--- src/rtl/bnn_stream_controller.sv ---
// Binary-weight (+/-1) stream sequencer for N parallel lanes between the line buffer and pooling stage.
// PASS mode forwards each weighted beat; ACC mode sums the frame and emits one saturated result per lane.
module bnn_stream_controller #(
    parameter int N  = 6,
    parameter int DW = 16,
    parameter int CW = 10
) (
    input  logic            clk,
    input  logic            rstn,
    input  logic            start,
    input  logic            mode,
    input  logic [CW-1:0]   frame_len,
    input  logic [N-1:0]    weight_en,
    input  logic [N-1:0]    weight_bit,
    input  logic [N*DW-1:0] din,
    input  logic            din_valid,
    output logic            din_ready,
    output logic [N*DW-1:0] dout,
    output logic [N-1:0]    ovalid,
    input  logic            dout_ready,
    output logic [N-1:0]    done,
    output logic            busy
);

    // state | meaning
    // IDLE  | waiting for start
    // RUN   | accepting input beats
    // OUT   | last beat taken, waiting for the output register to drain
    // FIN   | done pulse, back to IDLE next cycle
    typedef enum logic [1:0] {S_IDLE, S_RUN, S_OUT, S_FIN} state_t;

    localparam int AW = DW + CW + 1;

    state_t                r_state, w_next;
    logic                  r_mode;
    logic [CW-1:0]         r_len;
    logic [N-1:0]          r_mask;
    logic [CW-1:0]         r_cnt;
    logic                  r_full;
    logic [N*DW-1:0]       r_dout;
    logic signed [AW-1:0]  r_acc [N];
    logic signed [AW-1:0]  w_wt  [N];
    logic signed [AW-1:0]  w_sum [N];
    logic                  w_drain;
    logic                  w_accept;
    logic                  w_last;

    function automatic logic [DW-1:0] sat(input logic signed [AW-1:0] v);
        logic signed [AW-1:0] hi;
        logic signed [AW-1:0] lo;
        hi = {{(AW-DW+1){1'b0}}, {(DW-1){1'b1}}};
        lo = {{(AW-DW+1){1'b1}}, {(DW-1){1'b0}}};
        if (v > hi)
            return {1'b0, {(DW-1){1'b1}}};
        else if (v < lo)
            return {1'b1, {(DW-1){1'b0}}};
        else
            return v[DW-1:0];
    endfunction

    always_comb begin
        for (int i = 0; i < N; i++) begin
            w_wt[i]  = {{(AW-DW){din[i*DW+DW-1]}}, din[i*DW +: DW]};
            if (!weight_bit[i])
                w_wt[i] = -w_wt[i];
            w_sum[i] = r_acc[i] + w_wt[i];
        end
    end

    // An all-zero mask never raises ovalid, so the held beat is discarded instead of stalling forever.
    assign w_drain   = r_full && (dout_ready || (r_mask == '0));
    assign din_ready = (r_state == S_RUN) && (r_mode || !r_full || w_drain);
    assign w_accept  = din_valid && din_ready;
    assign w_last    = (r_cnt == r_len - CW'(1));

    assign dout   = r_dout;
    assign ovalid = r_full ? r_mask : '0;
    assign done   = (r_state == S_FIN) ? r_mask : '0;
    assign busy   = (r_state != S_IDLE);

    always_ff @(posedge clk or negedge rstn) begin
        if (!rstn)
            r_state <= S_IDLE;
        else
            r_state <= w_next;
    end

    always_comb begin
        w_next = r_state;
        case (r_state)
            S_IDLE: begin
                if (start)
                    w_next = (frame_len == '0) ? S_FIN : S_RUN;
            end
            S_RUN: begin
                if (w_accept && w_last)
                    w_next = S_OUT;
            end
            S_OUT: begin
                if (!r_full || w_drain)
                    w_next = S_FIN;
            end
            S_FIN:   w_next = S_IDLE;
            default: w_next = S_IDLE;
        endcase
    end

    always_ff @(posedge clk or negedge rstn) begin
        if (!rstn) begin
            r_mode <= 1'b0;
            r_len  <= '0;
            r_mask <= '0;
            r_cnt  <= '0;
            r_full <= 1'b0;
            r_dout <= '0;
            for (int i = 0; i < N; i++)
                r_acc[i] <= '0;
        end else if (r_state == S_IDLE && start) begin
            r_mode <= mode;
            r_len  <= frame_len;
            r_mask <= weight_en;
            r_cnt  <= '0;
            r_full <= 1'b0;
            for (int i = 0; i < N; i++)
                r_acc[i] <= '0;
        end else begin
            if (w_accept)
                r_cnt <= r_cnt + CW'(1);
            if (w_accept && r_mode) begin
                for (int i = 0; i < N; i++)
                    if (r_mask[i])
                        r_acc[i] <= w_sum[i];
            end
            // PASS loads every beat; ACC loads only the final sum (including the last beat).
            if (w_accept && (!r_mode || w_last)) begin
                r_full <= 1'b1;
                for (int i = 0; i < N; i++)
                    r_dout[i*DW +: DW] <= !r_mask[i] ? '0 :
                                          (r_mode ? sat(w_sum[i]) : sat(w_wt[i]));
            end else if (w_drain) begin
                r_full <= 1'b0;
            end
        end
    end

endmodule

--- config.mk ---
export PLATFORM = sky130hd
export DESIGN_NAME = bnn_stream_controller
export DESIGN_NICKNAME = d
export VERILOG_FILES = /design/src/rtl/bnn_stream_controller.sv
export SDC_FILE = /design/constraint.sdc
export NUM_CORES = 1
export LEC_CHECK = 0
export CORE_MARGIN = 1
export CORE_UTILIZATION = 50
export CTS_CLUSTER_DIAMETER = 40
export DETAILED_ROUTE_END_ITERATION = 10
export GPL_TIMING_DRIVEN = 0
export PLACE_DENSITY = 0.71
export SETUP_SLACK_MARGIN = 0.2
export SLEW_MARGIN = 20
export SYNTH_ARGS = -nofsm -noshare
export SYNTH_HDL_FRONTEND = slang
export SYNTH_SLANG_ARGS = --single-unit
export TNS_END_PERCENT = 100
--- constraint.sdc ---
create_clock -name clk -period 5.4 [get_ports clk]
set_input_delay 1.35 -clock clk [delete_from_list [all_inputs] [get_ports clk]]
set_output_delay 1.35 -clock clk [all_outputs]
set_load 0.01 [all_outputs]
==> run_results.csv, run 1 <==
group,metric,value,unit
run_status,status,"finished, violations left",
run_status,violations,"setup timing",
grt,grt_usage,35.1,%
clock_network,clockBufferDepth,3,
power,p_comb_share,62.0,%
power,power_frac_seq,18.7,%
sta,final-setup-viol-count,5,
synth,syn_inst,3137,
route,drc,0,
power,p_leak,15.5,nW
worst_setup_path,startpoint_type,"input pin",
grt,grt.overflow.total,0,
synth,synthesis.nets,3474,
worst_setup_path,timing.rr.start,"r_len[0]",
clock_network,htreeDepth,2,
sta,clock_skew,0.0184,ns
min_path,holdPathStages,2,
synth,synth-edff-count,0,
worst_setup_path,cp.arrival,5.97,ns
synth,synth_common_cells,"nand2_1 (460), dfrtp_1 (288), a21oi_1 (265)",
route,wl_met3,7680,um
sta,rsz0062_at_grt,"yes",
die,die_area,51400,um^2
synth,ys_ff_latch,288,
final_layout,drive_gt1_share,24.1,%
worst_setup_path,required,5.93,ns
worst_setup_path,path_max_fanout,7,
synth,synth_seq_area_share,28.5,%
placement,portBuffers,228,
min_path,hp-start,"r_acc[59]",
synth,syn_avg_cell_area,8.05,um^2
route,vias,27472,
sta,worst_slew_pin_slew,1.19,ns
power,pwr_density_cell,588,nW/um^2
power,switching_share,46.5,%
power,vdd_ir_drop_max,0.369,mV
clock_network,insertion_delay,0.62,ns
clock_network,cts_root_buf,"clkbuf_16",
route,drt_iter0_drc,2304,
min_path,min_delay_worst_endpoint,"r_acc[59]",
placement,place_ws,-1.85,ns
worst_setup_path,worstReg2RegEnd,"dout[65]",
route,wl_met1,39700,um
final_layout,area_delta_synth_final,39.9,%
synth,synth_area_leaders,"dfrtp_1 (29%), ha_1 (10%), nand2_1 (6.8%), a21oi_1 (5.3%), xor2_1 (4.3%)",
flow_run,max_cap_violations,0,
final_layout,fin_nets,3966,
die,die_h,227,um
sta,finalSetupTns,-0.110,ns
worst_setup_path,r2r_slack,0.68,ns
die,start_util,51.2,%
min_path,min_path_type,"flop to flop",
synth,ys.flop_type,"dfrtp_1",
clock_network,cts_hold_repair.buffers,0,
power,intPower,11.1,mW
route,routed.top_layer,"met5",
sta,slew-limit-headroom,20.8,%
route,wl,95000,um
placement,dpl.hpwl,67100,um
sta,drv_slew,0,
sta,fin_ws,-0.0366,ns
die,coreArea,49400,um^2
sta,max_freq,184,MHz
clock_network,cts_buffers,61,
worst_setup_path,worst_setup_path_end_kind,"flop",
route,wl_met2,43800,um
grt,grt_pass1_wl,142000,um
route,via_per_inst,6.32,
synth,yosys_warnings,0,
grt,antenna_found_initial,5,
placement,gp_congestion,0.974,
clock_network,cts_tree,"built",
synth,syn-cell-area,25300,um^2
worst_setup_path,worstSetupPathType,"input pin to flop",
synth,ys_types,98,
clock_network,clock_sinks,288,
power,power.share.clock,19.4,%
route,wl_per_cell,21.9,um
grt,grt_max_degree,94,
die,die_w,227,um
die,boundaryPins,234,
sta,finalHoldViolCount,0,
synth,synthArstFlopShare,100,%
route,first_pass_iters,5,
worst_setup_path,r2r_cells,15,
die,row_count,81,
sta,final.min_clock_period,5.44,ns
grt,grt_pass1_vias,26139,
synth,synth.most_common_cell,"nand2_1",
synth,yosysTopAreaCell,"dfrtp_1",
sta,period_share,101,%
synth,synth.top_cell.area_share,28.5,%
route,ant_nets,0,
clock_network,clkTransAtPathRegs,0.05,ns
power,p_sw,9.65,mW
-- metal layers --
layer	global-route usage (%)	vias up
li1	-	12547
met1	46.5	13390
met2	56.7	1252
met3	6.41	277
met4	13.4	6
met5	0	-
-- worst max-delay path by stage --
stage | from | end | slack (ns) | cells past startpoint
after floorplan | din[20] | dout[20] | -0.18 | 18
after global placement | rstn | dout[54] | -10.14 | 1
after detailed placement | din[16] | dout[20] | -1.85 | 19
after CTS | din[20] | dout[28] | -0.03 | 20
after global routing | din[84] | dout[82] | -0.17 | 21
final | din[81] | dout[82] | -0.04 | 21
-- per-stage QoR --
stage          area (um^2)  hold slack (ns)  util [%]  power, mW  cells
2_1_floorplan        25800            0.453         -       10.9   3137
3_3_place_gp         28900            0.466      58.5       14.1   4029
3_5_place_dp         29000            0.475      58.7       14.3   4032
4_1_cts              33100            0.485      67.1       19.3   4255
5_1_grt              35300            0.505      71.6       22.0   4345
6_report             35300            0.486      71.6       20.8   4347
-- power by group through the flow --
stage	clock network (mW)	logic, mW	registers [mW]
3_5_place_dp	0	10.5	3.82
2_1_floorplan	0	7.23	3.71
3_3_place_gp	0	10.3	3.80
4_1_cts	4.06	11.4	3.82
6_report	4.02	12.9	3.88
5_1_grt	4.16	13.9	3.97
-- placed cells by master, fill, tap and decap left out, types with 86 or more instances in the layout --
cell	instances
a21oi_1	201
buf_4	188
clkbuf_1	86
clkdlybuf4s50_1	174
dfrtp_1	288
ha_1	161
nand2_1	424
nor2_1	223
o21ai_0	117
xor2_1	108
-- area by class of cell --
class	instances	area (um^2)
fillers	3797	14000
inverters	89	334
diodes	2	5.00
repair buffers	429	3880
clock inverters	42	562
well taps	664	831
plain buffers	151	913
multi-input cells	2609	20000
flip-flops and latches	288	7210
clock buffers	73	1620
-- state kept, by name (all words and copies together), names as in the netlist --
| signal | flops |
|---|---|
| r_mask | 6 |
| r_len | 10 |
| r_acc | 162 |
| r_state | 2 |
| r_cnt | 10 |
| r_full | 1 |
| dout | 96 |
| r_mode | 1 |
-- timing repair --
item                       in CTS  in global routing
setup endpoints to repair     101                 91
setup buffers                 105                 87
gates cloned                    3                  3
pin swaps                     130                180
gates resized for setup       350                431
-- logic make-up after synthesis --
family	synth area share, %
buffers and inverters	3.81
DFF	28.5
xor gates and xnor gates	8.05
AOI/OAI and AO/OA	26.5
adders and majority gates	10.7
and+or+nand+nor	21.0
muxes	1.39
-- worst max-delay path, cell delays in order --
cell and delay (ns):
clkdlybuf4s50_1 0.49, inv_1 0.10, ha_2 0.24, inv_1 0.10
nor3b_4 0.20, buf_6 0.14, a21oi_2 0.06, xor2_1 0.18
ha_1 0.34, buf_8 0.15, nand3_4 0.10, nor2_4 0.05
o211a_1 0.16, or2_4 0.28, o21a_1 0.19, a221o_1 0.34
a2111o_1 0.45, o41ai_4 0.43, nand2_2 0.23, clkbuf_16 0.24
o221ai_2 0.13
(Power assumes the default switching activity.)
==> inputs of run 2 (changes only) <==
--- a/config.mk
+++ b/config.mk
@@ -5,7 +5,7 @@
 export SDC_FILE = /design/constraint.sdc
 export NUM_CORES = 1
 export LEC_CHECK = 0
-export CORE_MARGIN = 1
+export CORE_MARGIN = 2
 export CORE_UTILIZATION = 50
 export CTS_CLUSTER_DIAMETER = 40
 export DETAILED_ROUTE_END_ITERATION = 10
==> constraint.sdc (replaced) <==
create_clock -name clk -period 6.8 [get_ports clk]
set_input_delay 1.7 -clock clk [delete_from_list [all_inputs] [get_ports clk]]
set_output_delay 1.7 -clock clk [all_outputs]
set_load 0.01 [all_outputs]
==> run 2 against run 1 <==
Compared with the run above: the flow now finishes without violations; global-route usage fell by 1.6 points; register-to-register slack improved by 1.2 ns; clock power fell by 19%; critical endpoint is now dout[57]; first-iteration DRC count fell by 4.1%; critical path depth fell by 3; cell area fell by 11%; count of clock-buffer cells in the layout rose by 9.
==> run_results.csv, run 2 (synthesized netlist as in run 1, its figures left out) <==
group,metric,value,unit
worst_setup_path,cp.arrival,6.98,ns
die,die_h,229,um
placement,portBuffers,228,
power,p_leak,13.8,nW
clock_network,cts_buffers,67,
clock_network,clockBufferDepth,3,
route,via_per_inst,6.26,
clock_network,htreeDepth,3,
grt,grt_usage,33.6,%
clock_network,insertion_delay,0.61,ns
placement,dpl.hpwl,68000,um
clock_network,clkTransAtPathRegs,0.05,ns
final_layout,mostFrequentLayoutCell,"nand2_1",
sta,max_freq,154,MHz
final_layout,fin_nets,3795,
grt,antenna_found_initial,0,
worst_setup_path,worstSetupPathType,"input pin to flop",
die,die_area,52300,um^2
sta,period_share,95.3,%
route,ant_nets,0,
clock_network,cts_tree,"built",
route,drt_iter0_drc,2209,
grt,grt_pass1_vias,25891,
sta,slew-limit-headroom,18.8,%
final_layout,fin_cells,4184,
final_layout,drive_gt1_share,9.06,%
grt,grt_max_degree,88,
clock_network,cts_hold_repair.buffers,0,
placement,place_ws,-1.42,ns
grt,grt_pass1_wl,141000,um
worst_setup_path,r2r_slack,1.89,ns
route,wl_per_cell,21.5,um
placement,place_inst,4040,
final_layout,regMostFlops,"r_acc",
worst_setup_path,path_max_fanout,5,
sta,worst_slew_pin_slew,1.21,ns
sta,final-setup-viol-count,0,
die,coreArea,50000,um^2
sta,final.min_clock_period,6.48,ns
placement,gp_congestion,0.979,
sta,fin_ws,0.322,ns
flow_run,max_cap_violations,0,
clock_network,cts_root_buf,"clkbuf_16",
route,wl,90000,um
route,vias,26207,
final_layout,area_delta_synth_final,24.4,%
sta,drv_slew,0,
worst_setup_path,startpoint_type,"input pin",
power,pwr_density_cell,474,nW/um^2
sta,clock_skew,0.0321,ns
die,die_w,229,um
power,vdd_ir_drop_max,0.312,mV
die,row_count,82,
grt,grt.overflow.total,0,
worst_setup_path,required,7.31,ns
route,first_pass_iters,6,
worst_setup_path,worst_setup_path_end_kind,"flop",
die,start_util,50.5,%
run_status,status,"complete, no violations",
clock_network,clock_sinks,288,
min_path,min_path_type,"flop to flop",
sta,rsz0062_at_grt,"yes",
route,drc,0,
final_layout,largest_reg_flops,162,
sta,finalHoldViolCount,0,
final_layout,layout_common_cells,"nand2_1 (457), dfrtp_1 (288), a21oi_1 (257)",
die,boundaryPins,234,
-- run 2: changes by cell type in the layout (fill, tap and decap cells not counted), moves of 26 or more --
| cell | delta |
|---|---|
| a21oi_1 | +56 |
| a21oi_2 | -34 |
| buf_4 | -165 |
| buf_6 | -26 |
| clkbuf_1 | +34 |
| clkdlybuf4s50_1 | +53 |
| ha_1 | +46 |
| ha_4 | -32 |
| nand2_1 | +33 |
| o21ai_0 | +40 |
| o21ai_2 | -27 |
-- run 2: layer usage --
layer | track usage, % | wire [um] | vias up
met5 | 0 | 0 | -
met4 | 14.8 | 4220 | 0
met3 | 6.67 | 6710 | 270
met2 | 53.9 | 40800 | 1157
met1 | 43.9 | 38200 | 12588
li1 | - | - | 12192
-- run 2: worst paths after layout --
| kind | from | to | depth (start not counted) |
|---|---|---|---|
| setup / recovery | din[56] | dout[57] | 18 |
| hold / removal | dout[29] | dout[29] | 2 |
| setup reg to reg | r_len[0] | dout[34] | 15 |
| hold reg to reg | dout[29] | dout[29] | 2 |
| max in group asynchronous | rstn | r_acc[61] | 3 |
| min in group asynchronous | rstn | r_acc[117] | 1 |
-- run 2: worst max-delay path, stage by stage --
cell and delay [ns]:
clkdlybuf4s50_1 0.47, or4_1 0.61, nor2_1 0.12, nand2_1 0.17, o41ai_2 0.36, xnor2_2 0.16, ha_1 0.40, a21oi_1 0.24
o211ai_1 0.18, a2111oi_1 0.50, nor2_1 0.16, a311oi_1 0.34, xnor2_1 0.21, nand3_1 0.14, o31a_1 0.41, buf_4 0.20
or4b_1 0.50, o211ai_1 0.12
-- run 2: cell type report --
class	instances	area, um^2
Inverter	89	334
Clock inverter	39	410
Buffer	151	666
Fill cell	4402	18600
Sequential cell	288	7210
Antenna cell	2	5.00
Multi-Input combinational cell	2609	17600
Clock buffer	82	1840
Tap cell	672	841
Timing Repair Buffer	252	2530
-- run 2: timing repair --
action / 4_1_cts / 5_1_grt
resized for setup: 36 / 106
endpoints found under the setup margin: 86 / 89
gates cloned: 0 / 1
pin swaps: 3 / 16
setup buffers: 4 / 16
-- run 2: stage by stage --
step	area [um^2]	total power, mW	util [%]	hold slack (ns)	setup TNS (ns)
after floorplan	25300	8.49	-	0.453	0
after global placement	28400	11.0	56.8	0.466	-2736.96
after detailed placement	28500	11.2	57.0	0.473	-68.51
after CTS	30900	14.6	61.9	0.482	0
after global routing	31400	15.9	62.9	0.502	0
final	31400	14.9	62.9	0.482	0
-- run 2: where the power goes --
part	switching, mW	internal (mW)	leakage (nW)
Sequential	0.575	2.43	3.72
Combinational	5.28	3.37	9.02
Clock	1.14	2.10	1.09
